File: src/rtl/fetch_stage_pkg.sv
// rtl/fetch_stage_pkg.sv - shared encodings, state enum and constants for the fetch stage
package fetch_stage_pkg;

  localparam logic [31:0] DEFAULT_RESET_PC = 32'h8000_0000;
  localparam logic [31:0] NOP_INSTR        = 32'h0000_0013;

  // Encoding owned by decode; only mirrored here.
  typedef enum logic [1:0] {
    SEL_SEQ    = 2'b00,
    SEL_BRANCH = 2'b01,
    SEL_JAL    = 2'b10,
    SEL_JALR   = 2'b11
  } next_pc_sel_e;

  typedef enum logic [1:0] {
    S_FETCH = 2'b00,
    S_WAIT  = 2'b01,
    S_DROP  = 2'b10,
    S_HOLD  = 2'b11
  } fetch_state_e;

  function automatic logic [31:0] align_target(input logic [31:0] t);
    return {t[31:2], 2'b00};
  endfunction

endpackage

File: src/rtl/fetch_skid_buf.sv
// rtl/fetch_skid_buf.sv - one-entry holding register for a response that arrives while decode stalls
module fetch_skid_buf (
  input  logic        clk,
  input  logic        reset,
  input  logic        load,
  input  logic [31:0] load_data,
  input  logic [31:0] load_pc,
  input  logic        clear,
  output logic        valid,
  output logic [31:0] data,
  output logic [31:0] pc
);

  // Clear wins over load so a redirect always empties the entry.
  always_ff @(posedge clk or posedge reset) begin
    if (reset) begin
      valid <= 1'b0;
      data  <= '0;
      pc    <= '0;
    end else if (clear) begin
      valid <= 1'b0;
    end else if (load) begin
      valid <= 1'b1;
      data  <= load_data;
      pc    <= load_pc;
    end
  end

endmodule

File: src/rtl/fetch_stage.sv
// rtl/fetch_stage.sv - instruction fetch with single outstanding request, redirect and decode backpressure
module fetch_stage #(
  parameter logic [31:0] RESET_PC = fetch_stage_pkg::DEFAULT_RESET_PC
) (
  input  logic        clk,
  input  logic        reset,
  input  logic [1:0]  next_PC_sel,
  input  logic        redirect_valid,
  input  logic        branch_taken,
  input  logic [31:0] branch_target,
  input  logic [31:0] jal_target,
  input  logic [31:0] jalr_target,
  input  logic        stall,
  output logic        imem_req,
  output logic [31:0] imem_addr,
  input  logic        imem_rvalid,
  input  logic [31:0] imem_rdata,
  output logic        if_valid,
  output logic [31:0] if_instr,
  output logic [31:0] if_pc,
  output logic [6:0]  if_opcode
);
  import fetch_stage_pkg::*;

  fetch_state_e state;
  logic [31:0]  pc;
  logic         redirect;
  logic [31:0]  raw_target;
  logic [31:0]  target;
  logic         skid_load;
  logic         skid_clear;
  logic         skid_valid;
  logic [31:0]  skid_data;
  logic [31:0]  skid_pc;

  always_comb begin
    redirect = redirect_valid &
               ((next_PC_sel == SEL_JAL) | (next_PC_sel == SEL_JALR) |
                ((next_PC_sel == SEL_BRANCH) & branch_taken));
    case (next_PC_sel)
      SEL_BRANCH: raw_target = branch_target;
      SEL_JAL:    raw_target = jal_target;
      SEL_JALR:   raw_target = jalr_target & ~32'd1;
      default:    raw_target = pc + 32'd4;
    endcase
    target = align_target(raw_target);
  end

  // No new request while the held instruction is still blocked by decode.
  assign imem_req  = (state == S_FETCH) & ~redirect & ~(if_valid & stall);
  assign imem_addr = pc;
  assign if_opcode = if_instr[6:0];

  assign skid_load  = (state == S_WAIT) & imem_rvalid & ~redirect & if_valid & stall;
  assign skid_clear = redirect | ((state == S_HOLD) & ~stall);

  fetch_skid_buf u_skid (
    .clk       (clk),
    .reset     (reset),
    .load      (skid_load),
    .load_data (imem_rdata),
    .load_pc   (pc),
    .clear     (skid_clear),
    .valid     (skid_valid),
    .data      (skid_data),
    .pc        (skid_pc)
  );

  always_ff @(posedge clk or posedge reset) begin
    if (reset) begin
      state    <= S_FETCH;
      pc       <= RESET_PC;
      if_valid <= 1'b0;
      if_instr <= NOP_INSTR;
      if_pc    <= '0;
    end else if (redirect) begin
      pc       <= target;
      if_valid <= 1'b0;
      case (state)
        S_WAIT:  state <= imem_rvalid ? S_FETCH : S_DROP;
        S_DROP:  state <= imem_rvalid ? S_FETCH : S_DROP;
        default: state <= S_FETCH;
      endcase
    end else begin
      if (if_valid & ~stall) if_valid <= 1'b0;
      case (state)
        S_FETCH: begin
          if (imem_req) state <= S_WAIT;
        end
        S_WAIT: begin
          if (imem_rvalid) begin
            pc <= pc + 32'd4;
            if (~if_valid | ~stall) begin
              if_valid <= 1'b1;
              if_instr <= imem_rdata;
              if_pc    <= pc;
              state    <= S_FETCH;
            end else begin
              state <= S_HOLD;
            end
          end
        end
        S_HOLD: begin
          if (~stall & skid_valid) begin
            if_valid <= 1'b1;
            if_instr <= skid_data;
            if_pc    <= skid_pc;
            state    <= S_FETCH;
          end
        end
        S_DROP: begin
          if (imem_rvalid) state <= S_FETCH;
        end
        default: state <= S_FETCH;
      endcase
    end
  end

endmodule
File: config.mk
export PLATFORM = sky130hd
export DESIGN_NAME = fetch_stage
export DESIGN_NICKNAME = d
export VERILOG_FILES = /design/src/rtl/fetch_stage_pkg.sv /design/src/rtl/fetch_skid_buf.sv /design/src/rtl/fetch_stage.sv
export SDC_FILE = /design/constraint.sdc
export NUM_CORES = 1
export LEC_CHECK = 0
export ABC_AREA = 1
export ABC_CLOCK_PERIOD_IN_PS = 5200
export BUFFER_PORTS_ARGS = -buffer_cell sky130_fd_sc_hd__buf_2
export CAP_MARGIN = 20
export CELL_PAD_IN_SITES_DETAIL_PLACEMENT = 0
export CELL_PAD_IN_SITES_GLOBAL_PLACEMENT = 2
export CORE_UTILIZATION = 25
export CTS_BUF_LIST = sky130_fd_sc_hd__clkbuf_4
export DETAILED_ROUTE_END_ITERATION = 8
export PLACE_DENSITY = 0.81
export SETUP_SLACK_MARGIN = 0.2
export SLEW_MARGIN = 15
export SYNTH_ARGS = -nofsm -noshare
export SYNTH_HDL_FRONTEND = slang
export SYNTH_SLANG_ARGS = --single-unit
export TNS_END_PERCENT = 1
File: constraint.sdc
create_clock -name clk -period 5.2 [get_ports clk]
set_input_delay 0.78 -clock clk [delete_from_list [all_inputs] [get_ports clk]]
set_output_delay 0.78 -clock clk [all_outputs]
set_load 0.02 [all_outputs]
==> results of run 1 <==
-- area by class of cell --
type | count | area, sq um
clock inverters | 15 | 126
diodes | 1 | 2.50
repair buffers | 240 | 1240
inverters | 84 | 319
clock buffers | 17 | 128
well taps | 442 | 553
multi-input cells | 811 | 3770
flip-flops and latches | 158 | 3960
fillers | 3679 | 22700
-- routing by layer --
metal / up-vias / share of wire (%) / track usage, %
li1: 3982 / - / -
met3: 8 / 6.5 / 3.60
met4: 0 / 0.98 / 3.77
met2: 232 / 42 / 22.0
met5: - / 0 / 0
met1: 3494 / 51 / 21.7
-- report_power, final --
| group | total (W) | internal (W) | leakage, nW | switching (W) |
|---|---|---|---|---|
| Clock | 0.000711 | 0.000203 | 0.127 | 0.000508 |
| Sequential | 0.00212 | 0.00176 | 1.93 | 0.000366 |
| Combinational | 0.00240 | 0.000801 | 2.70 | 0.00159 |
-- state kept, by name, indices dropped and copies added (netlist names) --
name / flops
imem_addr: 30
u_skid.data: 32
if_instr: 32
u_skid.valid: 1
if_pc: 30
u_skid.pc: 30
if_valid: 1
state: 2
-- worst max-delay path by stage --
| stage | depth (start not counted) | endpoint | slack (ns) | start |
|---|---|---|---|---|
| 2_1_floorplan | 1 | if_instr[10]$_DFFE_PP0P_ | 2.42 | reset |
| 3_3_place_gp | 9 | if_instr[30]$_DFFE_PP0P_ | 2.11 | next_PC_sel[1] |
| 3_5_place_dp | 9 | if_pc[6]$_DFFE_PP0P_ | 2.03 | next_PC_sel[1] |
| 4_1_cts | 9 | if_pc[6]$_DFFE_PP0P_ | 2.12 | state[1]$_DFFE_PP0P_ |
| 5_1_grt | 9 | if_instr[11]$_DFFE_PP0P_ | 1.87 | state[1]$_DFFE_PP0P_ |
| 6_report | 9 | if_pc[6]$_DFFE_PP0P_ | 2.22 | state[1]$_DFFE_PP0P_ |
-- worst max-delay path: cells and delay by family (launching register included) --
family / cells / cell delay [ns]
adder cells (fa/ha/maj): 1 / 0.58
AO/OA/AOI/OAI: 2 / 0.24
buffers and inverters: 3 / 1.23
flip-flops: 1 / 0.45
AND/OR/NAND/NOR: 3 / 0.34
-- through the flow --
step	total power (W)	cell area [sq um]	hold WS (ns)
final	0.00523	10100	0.472
after global routing	0.00572	10100	0.403
after CTS	0.00533	10100	0.395
after detailed placement	0.00459	9850	0.473
after global placement	0.00455	9840	0.466
after floorplan	0.00377	8420	0.453
-- logic make-up after synthesis --
| group | after synthesis | synth area share (%) |
|---|---|---|
| compound gates | 244 | 16.8 |
| fa+ha+maj | 6 | 0.894 |
| buf+inv | 155 | 8.36 |
| flops | 158 | 47.1 |
| other cells | 1 | 0.0446 |
| simple gates | 557 | 26.7 |
-- placed cells by master, fill, tap and decap left out, types with 2 or more instances in the layout --
master / synthesis / layout
o21a_1: 62 / 62
inv_2: 3 / 3
nor3_1: 2 / 2
nand4_1: 13 / 13
inv_1: 80 / 79
a211oi_1: 3 / 3
a21oi_1: 83 / 83
and2_1: 4 / 4
clkbuf_4: 0 / 17
inv_6: 0 / 5
nand2_1: 351 / 351
nand3_1: 56 / 56
dfstp_2: 4 / 4
dfrtp_1: 154 / 154
o211ai_1: 8 / 8
nor2_2: 1 / 3
nor2_1: 125 / 123
buf_2: 27 / 230
clkinv_1: 1 / 2
o21ai_1: 4 / 4
buf_4: 19 / 8
conb_1: 1 / 4
clkinvlp_4: 0 / 5
o21ai_0: 79 / 79
inv_8: 0 / 2
ha_1: 6 / 5
clkinv_4: 0 / 3
a31oi_1: 2 / 2
==> flow_summary.ini, run 1 <==
[die]
start_util_pct = 25.6
rows = 66
die_area_sq_mm = 0.0343
top_level_ports = 241
fp.dieH_microns = 185
die_x_microns = 185
core-area_sq_mm = 0.0328

[clock_network]
cts_buffers = 17
htree_levels = 4
cts_root_buf = clkbuf_4
cts.sinks = 158
post_cts_buffers = 0
worstSkewPairLatency_ns = 0.58
clockBufferDepth = 2
cts.clk_slew.worst_paths_ns = 0.15
cts_tree = built
cts_resized = 0
postCtsHoldBufs = 0

[logic_synthesis]
synth_top_cell_by_area = dfrtp_1
synth.distinct_cells = 33
ys_ff_latch = 158
syn_avg_cell_area_sq_um = 7.49
synth_top_area_share_pct = 45.9
yosysMostFrequentCell = nand2_1
synth_edf_count = 0
synth_flop_cell = dfrtp_1
synthCells = 1121
syn_area_sq_mm = 0.00840
synth-seq-area-share_pct = 47.1
async_flop_share_pct = 100
synth_area_leaders = dfrtp_1 (46%), nand2_1 (16%), nor2_1 (5.6%), o21a_1 (5.5%), a21oi_1 (4.9%)
synth_common_cells = nand2_1 (351), dfrtp_1 (154), nor2_1 (125), a21oi_1 (83), inv_1 (80)
yosys_warnings = 0

[sta]
setup_tns_ns = 0
setup_viol = 0
max_slew_margin_pct = 41.0
fin_skew_ns = 0.0330
setup_slack_ns = 2.22
hold_viol_final = 0
tightest_slew_ns = 0.884
rsz0062_at_grt = false
fmax_mhz = 335
period_share_pct = 57.4
period_minus_slack_ns = 2.98
drv_slew = 0

[critical_path]
r2r-start = state[1]$_DFFE_PP0P_
reg2reg_slack_ns = 2.22
crit_arrival_ns = 3.46
crit_top_cell = buf_4
cp-end-kind = register
cp_slowest_cell = buf_4
path_class = reg -> reg
cp_cell_sequence = ha_4, inv_2, nand2_1, o21ai_1, nor3_4, buf_4, buf_4, nor2_1, a21oi_1
r2r-end = if_pc[6]$_DFFE_PP0P_
critPathRequiredTime_ns = 5.68
cp_max_fo = 64
r2r.worst_path.cells = 9
crit_path_max_incr_delay_ns = 0.63
cp-start-kind = register

[worst_hold_path]
hold_path.class = in -> reg
min_path_cells = 3
worstHoldStart = imem_rdata[23]
min_to = u_skid.data[23]$_DFFE_PP0P_

[power_and_ir_drop]
peakVddDrop_mv = 0.154
p_per_area_mw_per_mm2 = 518
leakagePower_nw = 4.75

[grt]
grt_pass1_wl_microns = 40000
overflow = 0
grt_pass1_vias = 7194
grt_max_degree = 159
grt_use_total_pct = 15.0
grt_antenna_before_repair = 1

[routing]
vias = 7716
ant_nets = 0
vias_per_cell = 4.36
drc = 0
first_pass_iters = 5
drtIter0Drc = 482
drt_wl_total_microns = 24900
avgRoutedWirePerCell_microns = 14.1

[place]
post-place-cells = 1735
place_ws_ns = 2.03
gp_congestion = 0.774
place.port_buffers = 230
place_hpwl_microns = 18100

[run_status]
outcome = completed

[cells_and_area]
num-nets-final = 1454
area_growth_pct = 20.3
stdcell_count = 1768
drive_above_1_share_pct = 21.7
fin_util_pct = 30.8

[job]
drv_cap = 0
No activity file was read; power rests on OpenSTA's default activity.
==> run 2: changes to the inputs <==
--- a/config.mk
+++ b/config.mk
@@ -6,7 +6,7 @@
 export NUM_CORES = 1
 export LEC_CHECK = 0
 export ABC_AREA = 1
-export ABC_CLOCK_PERIOD_IN_PS = 5200
+export ABC_CLOCK_PERIOD_IN_PS = 3100
 export BUFFER_PORTS_ARGS = -buffer_cell sky130_fd_sc_hd__buf_2
 export CAP_MARGIN = 20
 export CELL_PAD_IN_SITES_DETAIL_PLACEMENT = 0
@@ -14,7 +14,7 @@
 export CORE_UTILIZATION = 25
 export CTS_BUF_LIST = sky130_fd_sc_hd__clkbuf_4
 export DETAILED_ROUTE_END_ITERATION = 8
-export PLACE_DENSITY = 0.81
+export PLACE_DENSITY = 0.78
 export SETUP_SLACK_MARGIN = 0.2
 export SLEW_MARGIN = 15
 export SYNTH_ARGS = -nofsm -noshare
==> constraint.sdc (replaced) <==
create_clock -name clk -period 3.1 [get_ports clk]
set_input_delay 0.465 -clock clk [delete_from_list [all_inputs] [get_ports clk]]
set_output_delay 0.465 -clock clk [all_outputs]
set_load 0.02 [all_outputs]
==> run 2 against run 1 <==
Net effect:
- clock skew shrank 0.0078 ns
- sequential share of layout area shrank 0.29 points
- combinational power grew 67%
- die area is the same
- clock-buffer cell count grew 3
- worst setup slack lost 1.4 ns
- register-to-register slack lost 1.4 ns
- critical path depth shrank 1
- design area grew 0.74%
- largest cell class unchanged
- highest routed layer unchanged
==> flow_summary.ini, run 2 (synthesized netlist as in run 1, its figures left out) <==
[cells_and_area]
area_growth_pct = 21.2
nFillCells = 3698
num-nets-final = 1455
fin_util_pct = 31.1
stdcell_count = 1770
final_cell_mix = nand2_1 (351), buf_2 (230), dfrtp_1 (154)
drive_above_1_share_pct = 21.7
ff_latch_area_sq_mm = 0.00396
multi_input_area_sq_mm = 0.00377
reg.largest.list = if_instr: 32 flops, u_skid.data: 32 flops
layout_commonest_cell = nand2_1

[clock_network]
clockBufferDepth = 2
cts_tree = built
htree_levels = 4
cts.clk_slew.worst_paths_ns = 0.14
cts_root_buf = clkbuf_4
post_cts_buffers = 0
cts.sinks = 158
cts_buffers = 17
postCtsHoldBufs = 0
worstSkewPairLatency_ns = 0.56
cts_resized = 0

[place]
place.port_buffers = 230
post-place-cells = 1736
place_ws_ns = 0.796
gp_congestion = 0.795
place_hpwl_microns = 17800

[sta]
setup_tns_ns = 0
setup_viol = 0
tightest_slew_ns = 0.896
fmax_mhz = 430
period_minus_slack_ns = 2.32
period_share_pct = 75.0
setup_slack_ns = 0.776
fin_skew_ns = 0.0252
drv_slew = 0
hold_viol_final = 0
max_slew_margin_pct = 40.2
rsz0062_at_grt = false

[grt]
grt_antenna_before_repair = 2
grt_pass1_wl_microns = 40300
grt_use_total_pct = 15.1
overflow = 0
grt_pass1_vias = 7417
grt_max_degree = 127
top_usage_layer = met2
use_met3_pct = 3.62
met1_usage_pct = 21.6
met2_usage_pct = 22.3

[power_and_ir_drop]
leakagePower_nw = 4.80
peakVddDrop_mv = 0.259
p_per_area_mw_per_mm2 = 876
total_power_w = 0.00892

[die]
start_util_pct = 25.6
core-area_sq_mm = 0.0328
die_area_sq_mm = 0.0343
rows = 66
die_x_microns = 185
top_level_ports = 241
fp.dieH_microns = 185

[critical_path]
critical_path.top_delay_family = adder cells
critPathRequiredTime_ns = 3.57
crit_path_max_incr_delay_ns = 0.62
cp_slowest_cell = ha_4
reg2reg_slack_ns = 0.78
path_class = reg -> reg
cp_cell_sequence = ha_4, inv_2, nand2_1, o21ai_1, nor3_4, buf_12, nor2_1, a21oi_1
r2r.worst_path.cells = 8
critPathBufInv = 2
cp_max_fo = 124
crit_arrival_ns = 2.79
r2r-start = state[1]$_DFFE_PP0P_
cp-start-kind = register
cp-end-kind = register
r2r-end = if_instr[8]$_DFFE_PP0P_

[routing]
drt_wl_total_microns = 25000
drc = 0
ant_nets = 0
avgRoutedWirePerCell_microns = 14.1
vias_per_cell = 4.32
first_pass_iters = 5
vias = 7651
drtIter0Drc = 395

[job]
drv_cap = 0

[run_status]
outcome = completed

[worst_hold_path]
hold_path.class = in -> async
-- run 2: worst register-to-register path: cells and delay by family, from the launching register on --
kind / cells / cell delay, ns
AOI/OAI and AO/OA: 2 / 0.22
DFF: 1 / 0.45
buffers and inverters: 2 / 0.51
adders and majority gates: 1 / 0.62
and+or+nand+nor: 3 / 0.44
-- run 2: where the power goes --
group / leakage, nW / total (W) / switching, W / internal [W]
registers: 1.93 / 0.00357 / 0.000621 / 0.00295
logic: 2.71 / 0.00401 / 0.00265 / 0.00136
clock network: 0.164 / 0.00134 / 0.000757 / 0.000582
total: 4.80 / 0.00892 / 0.00403 / 0.00489
-- run 2: worst max path at each step --
| stage | startpoint | to | slack (ns) | cells past startpoint |
|---|---|---|---|---|
| finish | state[1]$_DFFE_PP0P_ | if_instr[8]$_DFFE_PP0P_ | 0.78 | 8 |
| global route | state[1]$_DFFE_PP0P_ | if_instr[7]$_DFFE_PP0P_ | 0.48 | 8 |
| CTS | state[1]$_DFFE_PP0P_ | if_instr[25]$_DFFE_PP0P_ | 0.74 | 8 |
| detailed placement | next_PC_sel[1] | imem_addr[16]$_DFFE_PP0P_ | 0.80 | 8 |
| global placement | state[1]$_DFFE_PP0P_ | u_skid.data[16]$_DFFE_PP0P_ | 0.82 | 7 |
| floorplan | reset | if_instr[10]$_DFFE_PP0P_ | 0.64 | 1 |
-- run 2: layout make-up --
class	count	share of cell area, %
multi-input combinational	811	37.1
timing repair buffer	241	12.5
sequential	158	38.9
antenna	2	0.0492
clock inverter	12	1.45
tap	442	5.43
inverter	84	3.13
clock buffer	20	1.47
-- run 2: per-stage QoR --
stage	area [sq um]	hold slack, ns
after floorplan	8420	0.453
after detailed placement	9880	0.473
final	10200	0.0445
after global placement	9880	0.466
after CTS	10200	0.0166
after global routing	10200	0.0113
-- run 2: per-layer routing --
layer / routed length (microns) / share of wire, %
met5: 0 / 0
met1: 12800 / 51
met4: 394 / 1.6
met3: 1530 / 6.1
met2: 10300 / 41
==> run 3: changes to the inputs <==
--- a/config.mk
+++ b/config.mk
@@ -6,7 +6,7 @@
 export NUM_CORES = 1
 export LEC_CHECK = 0
 export ABC_AREA = 1
-export ABC_CLOCK_PERIOD_IN_PS = 3100
+export ABC_CLOCK_PERIOD_IN_PS = 2200
 export BUFFER_PORTS_ARGS = -buffer_cell sky130_fd_sc_hd__buf_2
 export CAP_MARGIN = 20
 export CELL_PAD_IN_SITES_DETAIL_PLACEMENT = 0
==> constraint.sdc (replaced) <==
create_clock -name clk -period 2.2 [get_ports clk]
set_input_delay 0.33 -clock clk [delete_from_list [all_inputs] [get_ports clk]]
set_output_delay 0.33 -clock clk [all_outputs]
set_load 0.02 [all_outputs]
==> run 3 against run 2 <==
Net effect:
- sequential power up 41%
- first-iteration DRC count up 11%
- final cell count up 3.4%
- routed wire length up 4.9%
- sequential share of layout area down 2.5 points
- die area unchanged
- design area up 6.9%
- clock-buffer cell count down 2
- flip-flop and latch count unchanged
- register-to-register slack worse by 0.56 ns
- power up 48%
- highest routed layer unchanged
==> flow_summary.ini, run 3 (synthesized netlist as in run 1, its figures left out) <==
[cells_and_area]
drive_above_1_share_pct = 23.3
fin_area_sq_mm = 0.0109
final_cell_mix = nand2_1 (350), buf_2 (229), dfrtp_1 (154)
reg.largest.list = if_instr: 32 flops, u_skid.data: 32 flops
layout_commonest_cell = nand2_1
area_growth_pct = 29.6
num-nets-final = 1516

[sta]
tightest_slew_ns = 0.733
max_slew_margin_pct = 51.1
period_minus_slack_ns = 1.98
setup_viol = 0
fin_skew_ns = 0.0289
setup_tns_ns = 0
hold_ws_ns = 0.120
hold_viol_final = 0
fmax_mhz = 505
drv_slew = 0
period_share_pct = 90.1
rsz0062_at_grt = true

[clock_network]
cts.sinks = 158
cts_buffers = 17
cts_tree = built
clockBufferDepth = 2
cts.clk_slew.worst_paths_ns = 0.16
worstSkewPairLatency_ns = 0.56
htree_levels = 4
cts_root_buf = clkbuf_4

[critical_path]
cp_max_fo = 19
critPathRequiredTime_ns = 2.63
path_class = reg -> reg
cp-start-kind = register
startpoint = state[0]$_DFFE_PP0P_
r2r-start = state[0]$_DFFE_PP0P_
cp_cell_sequence = buf_4, ha_1, inv_2, o21ai_1, nor3_4, buf_4, clkbuf_16, clkbuf_16, a21oi_1
crit_path_max_incr_delay_ns = 0.42
cp-end-kind = register
cp_slowest_cell = dfrtp_1
crit_arrival_ns = 2.41

[grt]
grt_pass1_wl_microns = 39900
grt_use_total_pct = 15.0
grt_antenna_before_repair = 1
grt_pass1_vias = 7406
grt_max_degree = 71
overflow = 0

[worst_hold_path]
hold_path.class = in -> reg
worstHoldStart = branch_target[15]

[run_status]
outcome = completed

[power_and_ir_drop]
total_power_w = 0.0132
p_per_area_mw_per_mm2 = 1210
leakagePower_nw = 5.13
peakVddDrop_mv = 0.384

[routing]
vias = 7966
avgRoutedWirePerCell_microns = 14.3
first_pass_iters = 5
drtIter0Drc = 437
drc = 0
drt_wl_total_microns = 26300
ant_nets = 0
vias_per_cell = 4.35

[place]
placed_area_sq_mm = 0.0101
place.port_buffers = 230
place_hpwl_microns = 18700
gp_congestion = 0.794

[job]
drv_cap = 0

[die]
top_level_ports = 241
die_x_microns = 185
rows = 66
core-area_sq_mm = 0.0328
die_area_sq_mm = 0.0343
fp.dieH_microns = 185
start_util_pct = 25.6
-- run 3: cell types whose count changed in the layout (fill, tap and decap cells not counted), moves of 3 or more --
cell and delta:
dlygate4sd3_1 +33, buf_4 +20, clkbuf_16 +4, buf_12 +3, inv_6 +3, nor2_1 -3, nor2_2 +3
-- run 3: per-layer routing --
| metal | track usage (%) | vias up | wire, microns |
|---|---|---|---|
| met4 | 4.89 | 0 | 467 |
| li1 | - | 4110 | - |
| met3 | 3.58 | 21 | 1510 |
| met2 | 22.8 | 237 | 11200 |
| met1 | 20.8 | 3598 | 13100 |
| met5 | 0 | - | 0 |
-- run 3: worst paths after layout --
path	end	slack, ns	depth (start not counted)
worst max-delay path	if_instr[3]$_DFFE_PP0P_	0.22	9
worst min-delay path	imem_addr[15]$_DFFE_PP0P_	0.12	5
worst max register to register	if_instr[3]$_DFFE_PP0P_	0.22	9
worst min register to register	u_skid.data[11]$_DFFE_PP0P_	0.50	2
max in group asynchronous	if_instr[0]$_DFFE_PP1P_	1.21	4
min in group asynchronous	u_skid.pc[15]$_DFFE_PP0P_	0.29	3
-- run 3: final cells by class --
cell class | count | area [sq um]
Clock inverter | 14 | 166
Tap cell | 442 | 553
Fill cell | 3567 | 21900
Multi-Input combinational cell | 811 | 3790
Sequential cell | 158 | 3960
Inverter | 84 | 319
Antenna cell | 1 | 2.50
Timing Repair Buffer | 302 | 1960
Clock buffer | 18 | 135
-- run 3: through the flow --
stage / worst slack, ns / util, % / cells
6_report: 0.219 / 33.2 / 1830
2_1_floorplan: -0.128 / - / 1124
3_3_place_gp: 0.296 / 30.7 / 1754
4_1_cts: 0.213 / 32.8 / 1822
3_5_place_dp: 0.251 / 30.7 / 1754
5_1_grt: 0.132 / 33.2 / 1830
-- run 3: worst max-delay path: cells and delay by family, from the launching register on --
| family | cells | cell delay, ns |
|---|---|---|
| compound gates | 2 | 0.18 |
| buf+inv | 5 | 0.75 |
| fa+ha+maj | 1 | 0.23 |
| simple gates | 1 | 0.26 |
| flops | 1 | 0.42 |
-- run 3: report_power, final --
part           switching [W]  internal [W]
Sequential          0.000865       0.00415
Combinational        0.00394       0.00234
Clock                0.00112      0.000803
Total                0.00592       0.00730
-- run 3: timing repair --
item	4_1_cts	5_1_grt
hold endpoints to repair	60	0
cloned	0	4
setup endpoints to repair	1	58
gates resized for setup	5	6
hold buffers	33	0
pin swaps	1	1
setup buffers	3	3
